--- config.mk ---
export PLATFORM = sky130hd
export DESIGN_NAME = timer_ctrl_flat
export DESIGN_NICKNAME = d
export VERILOG_FILES = /design/src/rtl/timer_pkg.sv /design/src/rtl/timer_ctrl_if.sv /design/src/rtl/timer_core.sv /design/src/rtl/timer_ctrl.sv /design/src/flat_wrapper.sv
export SDC_FILE = /design/constraint.sdc
export NUM_CORES = 1
export LEC_CHECK = 0
export CAP_MARGIN = 30
export CORE_AREA = 5 5 92 94
export DETAILED_ROUTE_END_ITERATION = 10
export DIE_AREA = 0 0 97 99
export PLACE_DENSITY = 0.74
export SYNTH_ARGS = -nofsm -noshare
export SYNTH_HDL_FRONTEND = slang
export SYNTH_SLANG_ARGS = --single-unit
--- constraint.sdc ---
create_clock -name clock -period 2.43 [get_ports clock]
set_clock_uncertainty 0.2 [all_clocks]
set_input_delay 0.243 -clock clock [delete_from_list [all_inputs] [get_ports clock]]
set_output_delay 0.243 -clock clock [all_outputs]
set_load 0.01 [all_outputs]
--- src/rtl/timer_pkg.sv ---
// Shared SFR addresses, TCON/TMOD bit positions and timer mode encodings for the 8051 timer block.
package timer_pkg;

    localparam logic [7:0] ADDR_TCON = 8'h88;
    localparam logic [7:0] ADDR_TMOD = 8'h89;
    localparam logic [7:0] ADDR_TL0  = 8'h8A;
    localparam logic [7:0] ADDR_TL1  = 8'h8B;
    localparam logic [7:0] ADDR_TH0  = 8'h8C;
    localparam logic [7:0] ADDR_TH1  = 8'h8D;

    localparam int TCON_TF1 = 7;
    localparam int TCON_TR1 = 6;
    localparam int TCON_TF0 = 5;
    localparam int TCON_TR0 = 4;

    localparam int TMOD_GATE1 = 7;
    localparam int TMOD_CT1   = 6;
    localparam int TMOD_GATE0 = 3;
    localparam int TMOD_CT0   = 2;

    typedef enum logic [1:0] {
        MODE_13BIT  = 2'd0,
        MODE_16BIT  = 2'd1,
        MODE_RELOAD = 2'd2,
        MODE_SPLIT  = 2'd3
    } tmode_e;

endpackage

--- src/rtl/timer_ctrl_if.sv ---
// SFR bus between the datapath (master) and the timer block (slave); read data is combinational.
interface timer_ctrl_if;
    logic [7:0] sfr_addr;
    logic       sfr_we;
    logic [7:0] sfr_wdata;
    logic [7:0] sfr_rdata;
    logic       sfr_hit;

    modport master (output sfr_addr, sfr_we, sfr_wdata, input sfr_rdata, sfr_hit);
    modport slave  (input sfr_addr, sfr_we, sfr_wdata, output sfr_rdata, sfr_hit);
endinterface

--- src/rtl/timer_core.sv ---
// One timer's TH/TL count registers: mode sequencing, overflow pulse (same clock as the wrap), SFR write priority.
// Single-cycle update; no backpressure, an SFR write on an increment clock wins over the increment.
module timer_core
    import timer_pkg::*;
(
    input  logic       clock,
    input  logic       reset,
    input  tmode_e     mode_i,
    input  logic       split_i,
    input  logic       inc_i,
    input  logic       inc_hi_i,
    input  logic       we_tl_i,
    input  logic       we_th_i,
    input  logic [7:0] wdata_i,
    output logic [7:0] tl_o,
    output logic [7:0] th_o,
    output logic       ovf_o,
    output logic       ovf_hi_o
);

    logic [7:0] tl_q, tl_d;
    logic [7:0] th_q, th_d;

    always_ff @(posedge clock) begin
        if (reset) begin
            tl_q <= 8'h00;
            th_q <= 8'h00;
        end else begin
            tl_q <= tl_d;
            th_q <= th_d;
        end
    end

    always_comb begin
        tl_d     = tl_q;
        th_d     = th_q;
        ovf_o    = 1'b0;
        ovf_hi_o = 1'b0;
        if (split_i) begin
            if (inc_i) begin
                tl_d  = tl_q + 8'd1;
                ovf_o = (tl_q == 8'hFF);
            end
            if (inc_hi_i) begin
                th_d     = th_q + 8'd1;
                ovf_hi_o = (th_q == 8'hFF);
            end
        end else if (inc_i) begin
            case (mode_i)
                MODE_13BIT: begin
                    tl_d[4:0] = tl_q[4:0] + 5'd1;
                    if (tl_q[4:0] == 5'h1F) begin
                        th_d  = th_q + 8'd1;
                        ovf_o = (th_q == 8'hFF);
                    end
                end
                MODE_RELOAD: begin
                    if (tl_q == 8'hFF) begin
                        tl_d  = th_q;
                        ovf_o = 1'b1;
                    end else begin
                        tl_d = tl_q + 8'd1;
                    end
                end
                MODE_16BIT, MODE_SPLIT: begin
                    tl_d = tl_q + 8'd1;
                    if (tl_q == 8'hFF) begin
                        th_d  = th_q + 8'd1;
                        ovf_o = (th_q == 8'hFF);
                    end
                end
                default: ;
            endcase
        end

        // A TL write cancels this clock's increment and, in the chained modes, its carry into TH.
        if (we_tl_i) begin
            tl_d  = wdata_i;
            ovf_o = 1'b0;
            if (!split_i) begin
                th_d = th_q;
            end
        end
        if (we_th_i) begin
            th_d = wdata_i;
            if (split_i) begin
                ovf_hi_o = 1'b0;
            end else if (mode_i != MODE_RELOAD) begin
                ovf_o = 1'b0;
            end
        end
    end

    assign tl_o = tl_q;
    assign th_o = th_q;

endmodule

--- src/rtl/timer_ctrl.sv ---
// 8051 Timer0/Timer1: TMOD/TCON, machine-cycle prescaler, pin synchronisers, SFR read mux. Optional TIMER_MODE3_EN splits T0 in mode 3.
// Register writes and flag updates take one clock; pin edges are seen SYNC_STAGES+1 clocks late; the SFR bus never stalls.
module timer_ctrl
    import timer_pkg::*;
#(
    parameter int PRESCALE    = 12,
    parameter int SYNC_STAGES = 2
) (
    input  logic         clock,
    input  logic         reset,
    timer_ctrl_if.slave  sfr,
    input  logic         t0_pin,
    input  logic         t1_pin,
    input  logic         int0_n,
    input  logic         int1_n,
    input  logic         tf0_ack,
    input  logic         tf1_ack,
    output logic         irq_tf0,
    output logic         irq_tf1
);

    localparam int PS_W = (PRESCALE > 1) ? $clog2(PRESCALE) : 1;

    logic [PS_W-1:0] ps_q, ps_d;
    logic [7:0]      tmod_q, tmod_d;
    logic [7:0]      tcon_q, tcon_d;
    logic [3:0]      sync_q [SYNC_STAGES];
    logic [1:0]      tpin_last_q, tpin_last_d;

    logic       tick;
    logic [3:0] pins_s;
    logic [1:0] t_fall;
    logic       we_tcon, we_tmod, we_tl0, we_tl1, we_th0, we_th1;
    tmode_e     mode0, mode1;
    logic       run0, run1, inc0, inc1, inc0_hi, split0;
    logic [7:0] tl0, th0, tl1, th1;
    logic       ovf0, ovf0_hi, ovf1, ovf1_hi, tf1_set;

    always_ff @(posedge clock) begin
        if (reset) begin
            ps_q        <= '0;
            tmod_q      <= 8'h00;
            tcon_q      <= 8'h00;
            tpin_last_q <= 2'b11;
            for (int i = 0; i < SYNC_STAGES; i++) begin
                sync_q[i] <= 4'hF;
            end
        end else begin
            ps_q        <= ps_d;
            tmod_q      <= tmod_d;
            tcon_q      <= tcon_d;
            tpin_last_q <= tpin_last_d;
            sync_q[0]   <= {int1_n, int0_n, t1_pin, t0_pin};
            for (int i = 1; i < SYNC_STAGES; i++) begin
                sync_q[i] <= sync_q[i-1];
            end
        end
    end

    assign tick = (ps_q == PS_W'(PRESCALE - 1));
    assign ps_d = tick ? '0 : ps_q + 1'b1;

    // External pins are sampled once per machine cycle, like the original part.
    assign pins_s      = sync_q[SYNC_STAGES-1];
    assign tpin_last_d = tick ? pins_s[1:0] : tpin_last_q;
    assign t_fall      = {2{tick}} & tpin_last_q & ~pins_s[1:0];

    assign we_tcon = sfr.sfr_we && (sfr.sfr_addr == ADDR_TCON);
    assign we_tmod = sfr.sfr_we && (sfr.sfr_addr == ADDR_TMOD);
    assign we_tl0  = sfr.sfr_we && (sfr.sfr_addr == ADDR_TL0);
    assign we_tl1  = sfr.sfr_we && (sfr.sfr_addr == ADDR_TL1);
    assign we_th0  = sfr.sfr_we && (sfr.sfr_addr == ADDR_TH0);
    assign we_th1  = sfr.sfr_we && (sfr.sfr_addr == ADDR_TH1);

    assign mode0 = tmode_e'(tmod_q[1:0]);
    assign mode1 = tmode_e'(tmod_q[5:4]);
    assign run0  = tcon_q[TCON_TR0] & (~tmod_q[TMOD_GATE0] | pins_s[2]);
    assign run1  = tcon_q[TCON_TR1] & (~tmod_q[TMOD_GATE1] | pins_s[3]);
    assign inc0  = run0 & (tmod_q[TMOD_CT0] ? t_fall[0] : tick);
    assign inc1  = run1 & (tmod_q[TMOD_CT1] ? t_fall[1] : tick) & (mode1 != MODE_SPLIT);

`ifdef TIMER_MODE3_EN
    assign split0 = (mode0 == MODE_SPLIT);
`else
    assign split0 = 1'b0;
`endif
    // In split mode TH0 borrows TR1 as its run bit and always counts machine cycles.
    assign inc0_hi = split0 & tcon_q[TCON_TR1] & tick;

    timer_core u_t0 (
        .clock    (clock),
        .reset    (reset),
        .mode_i   (mode0),
        .split_i  (split0),
        .inc_i    (inc0),
        .inc_hi_i (inc0_hi),
        .we_tl_i  (we_tl0),
        .we_th_i  (we_th0),
        .wdata_i  (sfr.sfr_wdata),
        .tl_o     (tl0),
        .th_o     (th0),
        .ovf_o    (ovf0),
        .ovf_hi_o (ovf0_hi)
    );

    timer_core u_t1 (
        .clock    (clock),
        .reset    (reset),
        .mode_i   (mode1),
        .split_i  (1'b0),
        .inc_i    (inc1),
        .inc_hi_i (1'b0),
        .we_tl_i  (we_tl1),
        .we_th_i  (we_th1),
        .wdata_i  (sfr.sfr_wdata),
        .tl_o     (tl1),
        .th_o     (th1),
        .ovf_o    (ovf1),
        .ovf_hi_o (ovf1_hi)
    );

    // T1 never splits, so its hi overflow is constant low; while T0 is split TH0 owns TF1.
    assign tf1_set = split0 ? ovf0_hi : (ovf1 | ovf1_hi);

    always_comb begin
        tmod_d = we_tmod ? sfr.sfr_wdata : tmod_q;
        tcon_d = we_tcon ? sfr.sfr_wdata : tcon_q;
        if (tf0_ack && !we_tcon) begin
            tcon_d[TCON_TF0] = 1'b0;
        end
        if (tf1_ack && !we_tcon) begin
            tcon_d[TCON_TF1] = 1'b0;
        end
        if (ovf0) begin
            tcon_d[TCON_TF0] = 1'b1;
        end
        if (tf1_set) begin
            tcon_d[TCON_TF1] = 1'b1;
        end
    end

    always_comb begin
        sfr.sfr_rdata = 8'h00;
        sfr.sfr_hit   = 1'b1;
        case (sfr.sfr_addr)
            ADDR_TCON: sfr.sfr_rdata = tcon_q;
            ADDR_TMOD: sfr.sfr_rdata = tmod_q;
            ADDR_TL0:  sfr.sfr_rdata = tl0;
            ADDR_TL1:  sfr.sfr_rdata = tl1;
            ADDR_TH0:  sfr.sfr_rdata = th0;
            ADDR_TH1:  sfr.sfr_rdata = th1;
            default:   sfr.sfr_hit   = 1'b0;
        endcase
    end

    assign irq_tf0 = tcon_q[TCON_TF0];
    assign irq_tf1 = tcon_q[TCON_TF1];

endmodule

--- src/flat_wrapper.sv ---
// flat-port wrapper written by rule: the top's interface ports become plain ports
module timer_ctrl_flat import timer_pkg::*;
#(
    parameter int PRESCALE    = 12,
    parameter int SYNC_STAGES = 2
)
  (clock, reset, t0_pin, t1_pin, int0_n, int1_n, tf0_ack, tf1_ack, irq_tf0, irq_tf1, sfr_sfr_addr, sfr_sfr_we, sfr_sfr_wdata, sfr_sfr_rdata, sfr_sfr_hit);
  timer_ctrl_if sfr_i ();
  input  logic clock;
  input  logic reset;
  input  logic t0_pin;
  input  logic t1_pin;
  input  logic int0_n;
  input  logic int1_n;
  input  logic tf0_ack;
  input  logic tf1_ack;
  output logic irq_tf0;
  output logic irq_tf1;
  input wire logic [$bits(sfr_i.sfr_addr)-1:0] sfr_sfr_addr;
  input wire logic [$bits(sfr_i.sfr_we)-1:0] sfr_sfr_we;
  input wire logic [$bits(sfr_i.sfr_wdata)-1:0] sfr_sfr_wdata;
  output wire logic [$bits(sfr_i.sfr_rdata)-1:0] sfr_sfr_rdata;
  output wire logic [$bits(sfr_i.sfr_hit)-1:0] sfr_sfr_hit;
  assign sfr_i.sfr_addr = sfr_sfr_addr;
  assign sfr_i.sfr_we = sfr_sfr_we;
  assign sfr_i.sfr_wdata = sfr_sfr_wdata;
  assign sfr_sfr_rdata = sfr_i.sfr_rdata;
  assign sfr_sfr_hit = sfr_i.sfr_hit;
  timer_ctrl #(.PRESCALE(PRESCALE), .SYNC_STAGES(SYNC_STAGES)) u_core (.clock(clock), .reset(reset), .sfr(sfr_i), .t0_pin(t0_pin), .t1_pin(t1_pin), .int0_n(int0_n), .int1_n(int1_n), .tf0_ack(tf0_ack), .tf1_ack(tf1_ack), .irq_tf0(irq_tf0), .irq_tf1(irq_tf1));
endmodule
# --- After elaboration in Yosys (flattened, before gate mapping) ---
# Memories as Yosys holds them, arrays and structs flattened.
# Cells that the tools add are included.
classes:
  muxes: 52
  n_bitwise: 14
  n_eq_ne: 28
  reduce_logical: 29
  n_addsub: 7
ops:
  columns: ["cell", "count"]
  rows:
  - ["$mux 8", 17]
  - ["$eq 8x8->1 const B", 10]
  - ["$pmux 8 s6", 1]
  - ["$add 8x1->8 const B", 4]
  - ["$pmux 8 s2", 2]
  - ["$pmux 5 s3", 2]
  - ["$mux 1", 24]
  - ["$reduce_bool 3->1", 6]
  - ["$ne 3x3->1 const B", 4]
  - ["$pmux 3 s2", 2]
  - ["$add 5x1->5 const B", 2]
  - ["$eq 5x5->1 const B", 2]
  - ["$reduce_and 5->1", 2]
  - ["$eq 2x2->1 const B", 4]
  - ["$logic_and 1x1->1", 8]
  - ["$mux 4", 2]
  - ["$reduce_bool 2->1", 4]
  - ["$ne 2x2->1 const B", 3]
  - ["$pmux 1 s3", 2]
  - ["$reduce_or 2->1", 3]
  - ["$reduce_or 6->1", 1]
  - ["$and 1x1->1", 5]
  - ["$add 4x1->4 const B", 1]
  - ["$and 2x2->2", 2]
  - ["other kinds (9)", 17]
totals:
  out_inout_bits: 11
  mem_bits_rw: 8
  memories: 1
  regBits: 54
  input_bits: 25
  elab_cells: 143
mem_list:
  columns: ["memory", "words", "width", "rd", "rd_ports_with_merged_regs", "wr", "line_no", "source"]
  rows:
  - ["u_core.sync_q", 2, 4, 2, 0, 2, "timer_ctrl.sv:27", "logic [3:0] sync_q [SYNC_STAGES];"]

# --- Depth between registers and ports, before layout ---
# Gate-level depths: netlist of run 1.
depth:
  word_depth: 11
  mapped_depth: 8
  depth_no_buf: 7

# --- Modules after synthesis ---
# A second synthesis of run 1 with hierarchy kept.
unflattened:
  cells_unflattened: 521
  hier_area_um2: 4354.2
by_module_without_submodules:
  columns: ["mod", "area_per_inst_um2", "instances", "cells_each", "seq_area_each_um2"]
  rows:
  - ["timer_ctrl", 1727.9, 1, 189, 600.6]
  - ["timer_core at u_core.u_t1", 1316.3, 1, 168, 320.3]
  - ["timer_core at u_core.u_t0", 1310.0, 1, 164, 320.3]

# --- Worst setup path after synthesis of run 1 ---
# Ideal clock, no wire load.
synth_timing:
  kind: "register to register"
  startpoint: "register u_core.u_t1.tl_q[0] (netlist: u_core.u_t1.tl_o[0])"
  endpoint: "register u_core.u_t1.th_q[6] (netlist: u_core.u_t1.th_o[6])"
  setup_ns: 0.091
  period_less_slack_ns: 2.284
  path_stages_with_launch: 9
  path_buffers: 1
  arrival_ns: 1.993
  slack_ns: 0.146
  t_required_ns: 2.139
  cell_sequence: "dfxtp_1 ha_1 and3_1 ha_1 a32o_1 and4_2 clkbuf_1 a31o_2 a311oi_1"
synth_between:
  elab_chain_len: 3
  word_cells_on_any_way: 5
  cone_classes: "eq/ne (4); reduce/logical (1)"
synth_lines:
  columns: ["element", "line_no", "source"]
  rows:
  - ["start: declaration", "timer_core.sv:21", "logic [7:0] tl_q, tl_d;"]
  - ["start signal: assignment", "timer_core.sv:29", "tl_q <= tl_d;"]
  - ["$eq 8x8->1 / $eq 5x5->1 (equally long branches)", "timer_core.sv:67, timer_core.sv:52", null]
  - ["$ne 3x3->1 (no source line)", null, null]
  - ["$reduce_and 5->1 (no source line) *", null, null]
  - ["end signal: assignment", "timer_core.sv:30", "th_q <= th_d;"]
  - ["end: declaration", "timer_core.sv:22", "logic [7:0] th_q, th_d;"]
# Every way passes the cells marked *; elsewhere a longest branch is shown, timed or not.
# A chain may end at the register's enable or synchronous reset.

# --- Worst setup path after layout of run 1 ---
layout_timing:
  startpoint: "input sfr_sfr_addr[5]"
  endpoint: "output sfr_sfr_rdata[4]"
layout_between:
  elab_chain_len: 2
  word_cells_on_any_way: 7
  cone_classes: "eq/ne (6); mux (1)"
layout_lines:
  columns: ["element", "line_no", "source"]
  rows:
  - ["start: declaration", "flat_wrapper.sv:19", "input wire logic [$bits(sfr_i.sfr_addr)-1:0] sfr_sfr_addr;"]
  - ["$eq 8x8->1", "timer_ctrl.sv:145", "case (sfr.sfr_addr)"]
  - ["$pmux 8 s6 *", "timer_ctrl.sv:145", null]
  - ["end: declaration", "flat_wrapper.sv:22", "output wire logic [$bits(sfr_i.sfr_rdata)-1:0] sfr_sfr_rdata;"]
# Marked as above.

==> reports/results.tsv, run 1 <==
metric	value	unit
die width	97	µm
Startpoint Class	input pin	
Post-Synth Simple-Gate Area	0.2711	
die area	0.009603	mm²
Sinks on Clock Net	62	
Final TNS setup	0	ns
post-route worst setup slack	0.07153	ns
largest net degree at the start of global routing	57	
CP arrival	1.92	ns
DR iter-0 viols	292	
GRT met1 Usage	0.2894	
Setup WS pre-CTS	-0.2412	ns
Synthesis Warnings	0	
GP Congestion	0.9823	
cell taking the most area after synthesis	dfxtp_1	
share of cells above drive strength 1	0.2080	
H-tree Lvls	3	
Max Cap Viol	0	
most used routing layer	met2	
top cells by count, synth	dfxtp_1, nor2_1, mux2i_1	
Final Slew Violations	0	
initial core utilization	0.4970	
dominant combinational cell family by area after synthesis	simple AND/OR/NAND/NOR gates	
antenna violations before repair	0	
sequential share of the synthesized area	0.3300	
Synth cell types	62	
worst slew pin tran	0.9285	ns
Post-Synth XOR/XNOR Area	0.02329	
fin util	0.6187	
adder-cell area share of the yosys netlist	0.02329	
routed len/inst	18.81	µm
post-route cell area	0.004682	mm²
met2 usage	0.3800	
Critical Path RT	1.99	ns
status	finished, final reports clean	
Seq cells post-synth	62	
Hold Buf Count CTS	0	
most frequent cell after synthesis	dfxtp_1	
EDFF count, synth	0	
slowest stage delay, CP	0.44	ns
reg-to-reg startpoint	u_core.u_t0.tl_o[0]$_SDFFE_PP0P_	
Worst slew margin	0.3810	
worst-path cell chain	clkdlybuf4s50_1 -> nor4b_4 -> and3_1 -> nand2b_1 -> buf_4 -> o21ai_0 -> clkdlybuf4s15_1	
Slowest-stage cell, CP	clkdlybuf4s50_1	
global-route wire length before repair	17880	µm
maximum VDD drop	0.0002699	V
Crit Path Class	in -> out	
Worst Hold Class	reg -> reg	
synthesized area per cell	8.767	µm²
area grow syn2layout	24.48	%
CTS tree	done	
Lkg Pwr	1.712	nW
CTS Buffer Depth	2	
Synth Area in Compound Gates	0.1806	
Hold Crit Start	u_core.sync_q[0][2]$_SDFF_PP1_	
CP max FO	6	
Final ANT Viol Nets	0	
Core ar.	0.007567	mm²
I/O pins	36	
final worst path period share	0.9706	
First-pass DRT Iterations	6	
Die H	99	µm
Final Hold Viols	0	
Tmin final	2.358	ns
CTS root buf	clkbuf_8	
Port Buf Inserts	35	
global route overflow	0	
placed cell area	0.004459	mm²
synthesized netlist cell count	429	
CTS Buf Count	9	
top cell type's share of synthesized area	0.3300	
synth top area cells	dfxtp_1, mux2i_1, nor2_1	
Tot GR Track Use	0.2375	
CP Buf/Inv Count	3	
Crit. End Element	output port	
DRC	0	
num rows	32	
crit-path leading delay family	buffers and inverters	
area of the mapped netlist	0.003761	mm²
Post-synth ARST share	0	
antenna fix cells	0	
total wire length	11320	µm
mux cell area share after synthesis	0.1281	
routed vias	3673	
Worst-Skew Late Latency	0.35	ns
vias in the first global route	3505	
ys flop type	dfxtp_1	
Setup crit start	sfr_sfr_addr[5]	
Net Count, Synth	461	
final setup fails	0	
Pwr Density	447.5	mW/mm²
Post-DP HPWL	8463	µm
worst hold margin	0.2126	ns
fin nets	527	
Reg clk slew, reported paths	0.07	ns
via/cell ratio	6.101	
Global Route met3 Usage	0.06086	
fmax	424.0	MHz
[flip-flops by register name (all words and copies together), names as in the netlist]
register,flops
u_core.ps_q,4
u_core.sync_q,8
u_core.tcon_q,8
u_core.tmod_q,8
u_core.tpin_last_q,2
u_core.u_t0.th_o,8
u_core.u_t0.tl_o,8
u_core.u_t1.th_o,8
u_core.u_t1.tl_o,8
[stage by stage]
stage                     cells  power, mW
after floorplan             429      1.119
after global placement      583      1.206
after detailed placement    583      1.209
after CTS                   599      2.110
after global routing        602      2.182
final                       602      2.095
[cells in the final DEF (no fill, tap or decap), types with 4 or more instances in the layout]
master / synthesis / final
a211oi_1: 10 / 10
and2_1: 6 / 6
mux2i_1: 29 / 29
nand4_1: 6 / 6
buf_4: 0 / 42
ha_1: 7 / 6
or2_2: 9 / 9
clkbuf_2: 0 / 6
nor3_1: 6 / 6
nand3_1: 23 / 23
nor2b_1: 5 / 5
clkdlybuf4s50_1: 0 / 25
and3_1: 12 / 11
a21oi_1: 14 / 14
a311oi_1: 9 / 8
nand3b_1: 8 / 8
inv_1: 15 / 15
and4_1: 4 / 4
xnor2_1: 10 / 10
o21ai_0: 16 / 13
dfxtp_1: 62 / 62
mux4_2: 8 / 8
nor2_1: 52 / 51
nand2_1: 26 / 26
a31oi_1: 4 / 4
o31ai_1: 5 / 5
clkbuf_8: 0 / 9
o41ai_1: 5 / 5
[routing by layer]
metal / share of wire / vias up
met4: 0.048 / 0
met2: 0.47 / 132
met3: 0.064 / 42
li1: - / 1743
met5: 0 / -
met1: 0.42 / 1756
[report_power, final]
part | switching, mW | internal, mW | leakage (nW)
clock network | 0.435 | 0.474 | 0.0914
logic | 0.0745 | 0.0778 | 1.12
registers | 0.00710 | 1.03 | 0.502
[repair_timing]
action,CTS,global route
buffers inserted,0,3
endpoints found under the setup margin,9,16
resized for setup,11,27
[kinds of logic (layout without fill, tap and decap cells)]
family                     Yosys count  after routing
adders and majority gates            7              7
AOI/OAI and AO/OA                   90             90
buffers and inverters               39            110
and+or+nand+nor                    183            183
DFF                                 62             62
muxes                               38             38
xor gates and xnor gates            10             10
[final timing paths]
check	end	slack (ns)	cells after the start
worst max register to register	u_core.u_t0.th_o[4]$_SDFFE_PP0P_	0.09	8
worst min-delay path	u_core.sync_q[0][6]$_SDFF_PP1_	0.21	1
worst max-delay path	sfr_sfr_rdata[4]	0.07	7
worst min register to register	u_core.sync_q[0][6]$_SDFF_PP1_	0.21	1
[final cells by class]
cell class / instances / area (µm²)
fill: 659 / 2885
multi-input combinational: 328 / 2390
timing repair buffer: 79 / 668.1
clock buffer: 9 / 123.9
inverter: 15 / 56.30
clock inverter: 7 / 75.07
sequential: 62 / 1241
tap: 102 / 127.6
Note: power is estimated with default switching activity, not from simulation.
==> inputs of run 2 (changes only) <==
CTS_BUF_LIST = sky130_fd_sc_hd__clkbuf_8 sky130_fd_sc_hd__clkbuf_16   (was unset)
==> results of run 2 <==
Same layout as run 1: the final DEF is identical, and so are final timing and power.
==> inputs of run 3 (changes only) <==
CORE_AREA = 2 2 89 91   (was 5 5 92 94)
DIE_AREA = 0 0 91 93   (was 0 0 97 99)
clock period = 2.16 ns   (was 2.43 ns; I/O delays follow)
==> run 3 against run 2 <==
  * Clock-buffer cell count increased by 1
  * Hold slack worse by 0.027 ns
  * Sequential cell count unchanged
  * Critical path depth stayed put
  * Global-route usage increased by 4.4 points
  * Largest cell class unchanged
  * Utilization increased by 5.1 points
  * Via count is 4.5% higher
  * Cell area increased by 7.7%
  * Non-clock buffer count up 21
  * Setup slack worse by 0.037 ns
  * Routed wire length grew 6.1%
==> reports/results.tsv, run 3 (same netlist as run 1, synthesis figures left out) <==
metric	value	unit	change
H-tree Lvls	3		unchanged
Worst slew margin	0.5671		+0.1861
worst slew pin tran	0.6494	ns	-0.2792 ns
CP max FO	6		unchanged
die width	91	µm	-6.2%
largest net degree at the start of global routing	36		-37%
Pwr Density	498.5	mW/mm²	+11%
DR iter-0 viols	311		+6.5%
most frequent cells in the layout	buf_4, dfxtp_1, nor2_1		
num rows	32		unchanged
maximum VDD drop	0.0002982	V	+10%
Tot GR Track Use	0.2811		+0.04357
final worst path period share	0.9842		
reg-to-reg startpoint	u_core.ps_q[0]$_SDFF_PP0_		
Reg clk slew, reported paths	0.07	ns	about the same
Tmin final	2.126	ns	
fin nets	548		+4.0%
reg2reg end	u_core.u_t1.th_o[5]$_SDFFE_PP0P_		
CTS tree	done		
DRC	0		unchanged
Final ANT Viol Nets	0		unchanged
post-route worst setup slack	0.03419	ns	-0.03733 ns
Setup crit start	sfr_sfr_addr[7]		
Sinks on Clock Net	62		unchanged
Max Cap Viol	0		unchanged
Switch Pwr	588.2	µW	+14%
clock network power share	0.462		+0.028
Post-DP HPWL	8538	µm	+0.88%
r2r setup slk	0.03	ns	-0.06 ns
Hold Buf Count CTS	0		unchanged
Final Hold Viols	0		unchanged
Setup WS pre-CTS	-0.4462	ns	-0.2050 ns
die area	0.008463	mm²	-12%
First-pass DRT Iterations	6		unchanged
via/cell ratio	6.161		+0.97%
Flop pwr share	0.463		-0.031
Lkg Pwr	1.882	nW	+9.9%
antenna fix cells	0		unchanged
I/O pins	36		unchanged
Hold Crit Start	reset		
Hold EP	u_core.tcon_q[4]$_SDFFE_PP0P_		
global route overflow	0		unchanged
Startpoint Class	input pin		
Core ar.	0.007527	mm²	-0.53%
Worst-Skew Late Latency	0.36	ns	about the same
total wire length	12020	µm	+6.1%
Net Sw Frac	0.2339		-0.01243
fin util	0.6700		+0.05133
Crit. End Element	output port		
Critical Path RT	1.74	ns	-0.25 ns
worst hold path depth	2		+1
CTS root buf	clkbuf_8		
global-route wire length before repair	18330	µm	+2.5%
final setup fails	0		unchanged
CTS Buf Count	9		unchanged
share of cells above drive strength 1	0.2937		+0.08567
routed len/inst	19.29	µm	+2.6%
Reg2Reg Depth	7		-1
Die H	93	µm	-6.1%
antenna violations before repair	0		unchanged
RSZ-0062 raised after global routing	true		
routed vias	3838		+4.5%
Worst Hold Class	in -> reg		
GP Congestion	1.015		+3.3%
vias in the first global route	3747		+6.9%
initial core utilization	0.4997		+0.002644
leading cell type in the layout, fill and taps excluded	buf_4		
area grow syn2layout	34.10	%	
fmax	470.4	MHz	
Port Buf Inserts	35		unchanged
combinational power share	0.075		+0.002
status	finished, final reports clean		
power consumption	2.514	mW	+20%
Int Pwr	1.926	mW	+22%
Crit Path Class	in -> out		
CTS Buffer Depth	2		unchanged
Final Slew Violations	0		unchanged
CP arrival	1.71	ns	-0.21 ns
-- run 3: what timing repair did --
action	CTS	global route
buffers inserted	3	5
endpoints found under the setup margin	20	28
resized for setup	47	39
pin swaps	8	11
gates cloned	0	1
-- run 3: final cells by class --
type / count / area (µm²)
fill: 629 / 2484
multi-input combinational: 328 / 2517
clock inverter: 6 / 85.08
timing repair buffer: 100 / 864.6
tap: 102 / 127.6
sequential: 62 / 1255
inverter: 15 / 56.30
clock buffer: 10 / 137.6
-- run 3: routing by layer --
metal / vias to the layer above / global-route usage / routed length (µm)
li1: 1785 / - / -
met1: 1808 / 0.3440 / 4678
met2: 203 / 0.4525 / 5687
met3: 42 / 0.06769 / 1159
met4: 0 / 0.1641 / 494
met5: - / 0 / 0
-- run 3: worst max-delay path by stage --
stage	depth (start not counted)	to	slack [ns]
3_5_place_dp	7	sfr_sfr_rdata[7]	-0.45
5_1_grt	8	u_core.u_t1.th_o[7]$_SDFFE_PP0P_	-0.07
4_1_cts	7	sfr_sfr_hit	0.001
6_report	7	sfr_sfr_rdata[3]	0.03
2_1_floorplan	8	u_core.u_t1.th_o[6]$_SDFFE_PP0P_	0.03
3_3_place_gp	7	sfr_sfr_rdata[3]	-0.37
-- run 3: power by group through the flow --
stage	logic (mW)	registers (mW)	clock network, mW
after detailed placement	0.177	1.19	0
after CTS	0.177	1.16	1.17
after floorplan	0.0715	1.19	0
after global placement	0.175	1.19	0
after global routing	0.200	1.17	1.21
final	0.188	1.16	1.16
-- run 3: critical path: stages --
cell	delay (ns)
clkdlybuf4s50_1	0.45
nor4b_4	0.24
and3_4	0.23
nand2b_1	0.08
buf_4	0.18
o21ai_0	0.15
buf_2	0.16
-- run 3: per-stage QoR --
stage / cell area [µm²] / TNS, ns / instances / hold WS (ns)
after floorplan: 3785 / 0 / 429 / 0.1198
after detailed placement: 4598 / -11.92 / 598 / 0.1982
final: 5044 / 0 / 623 / 0.1854
after CTS: 4837 / 0 / 617 / 0.1601
after global placement: 4598 / -9.362 / 598 / 0.1994
after global routing: 5044 / -0.4175 / 623 / 0.2096
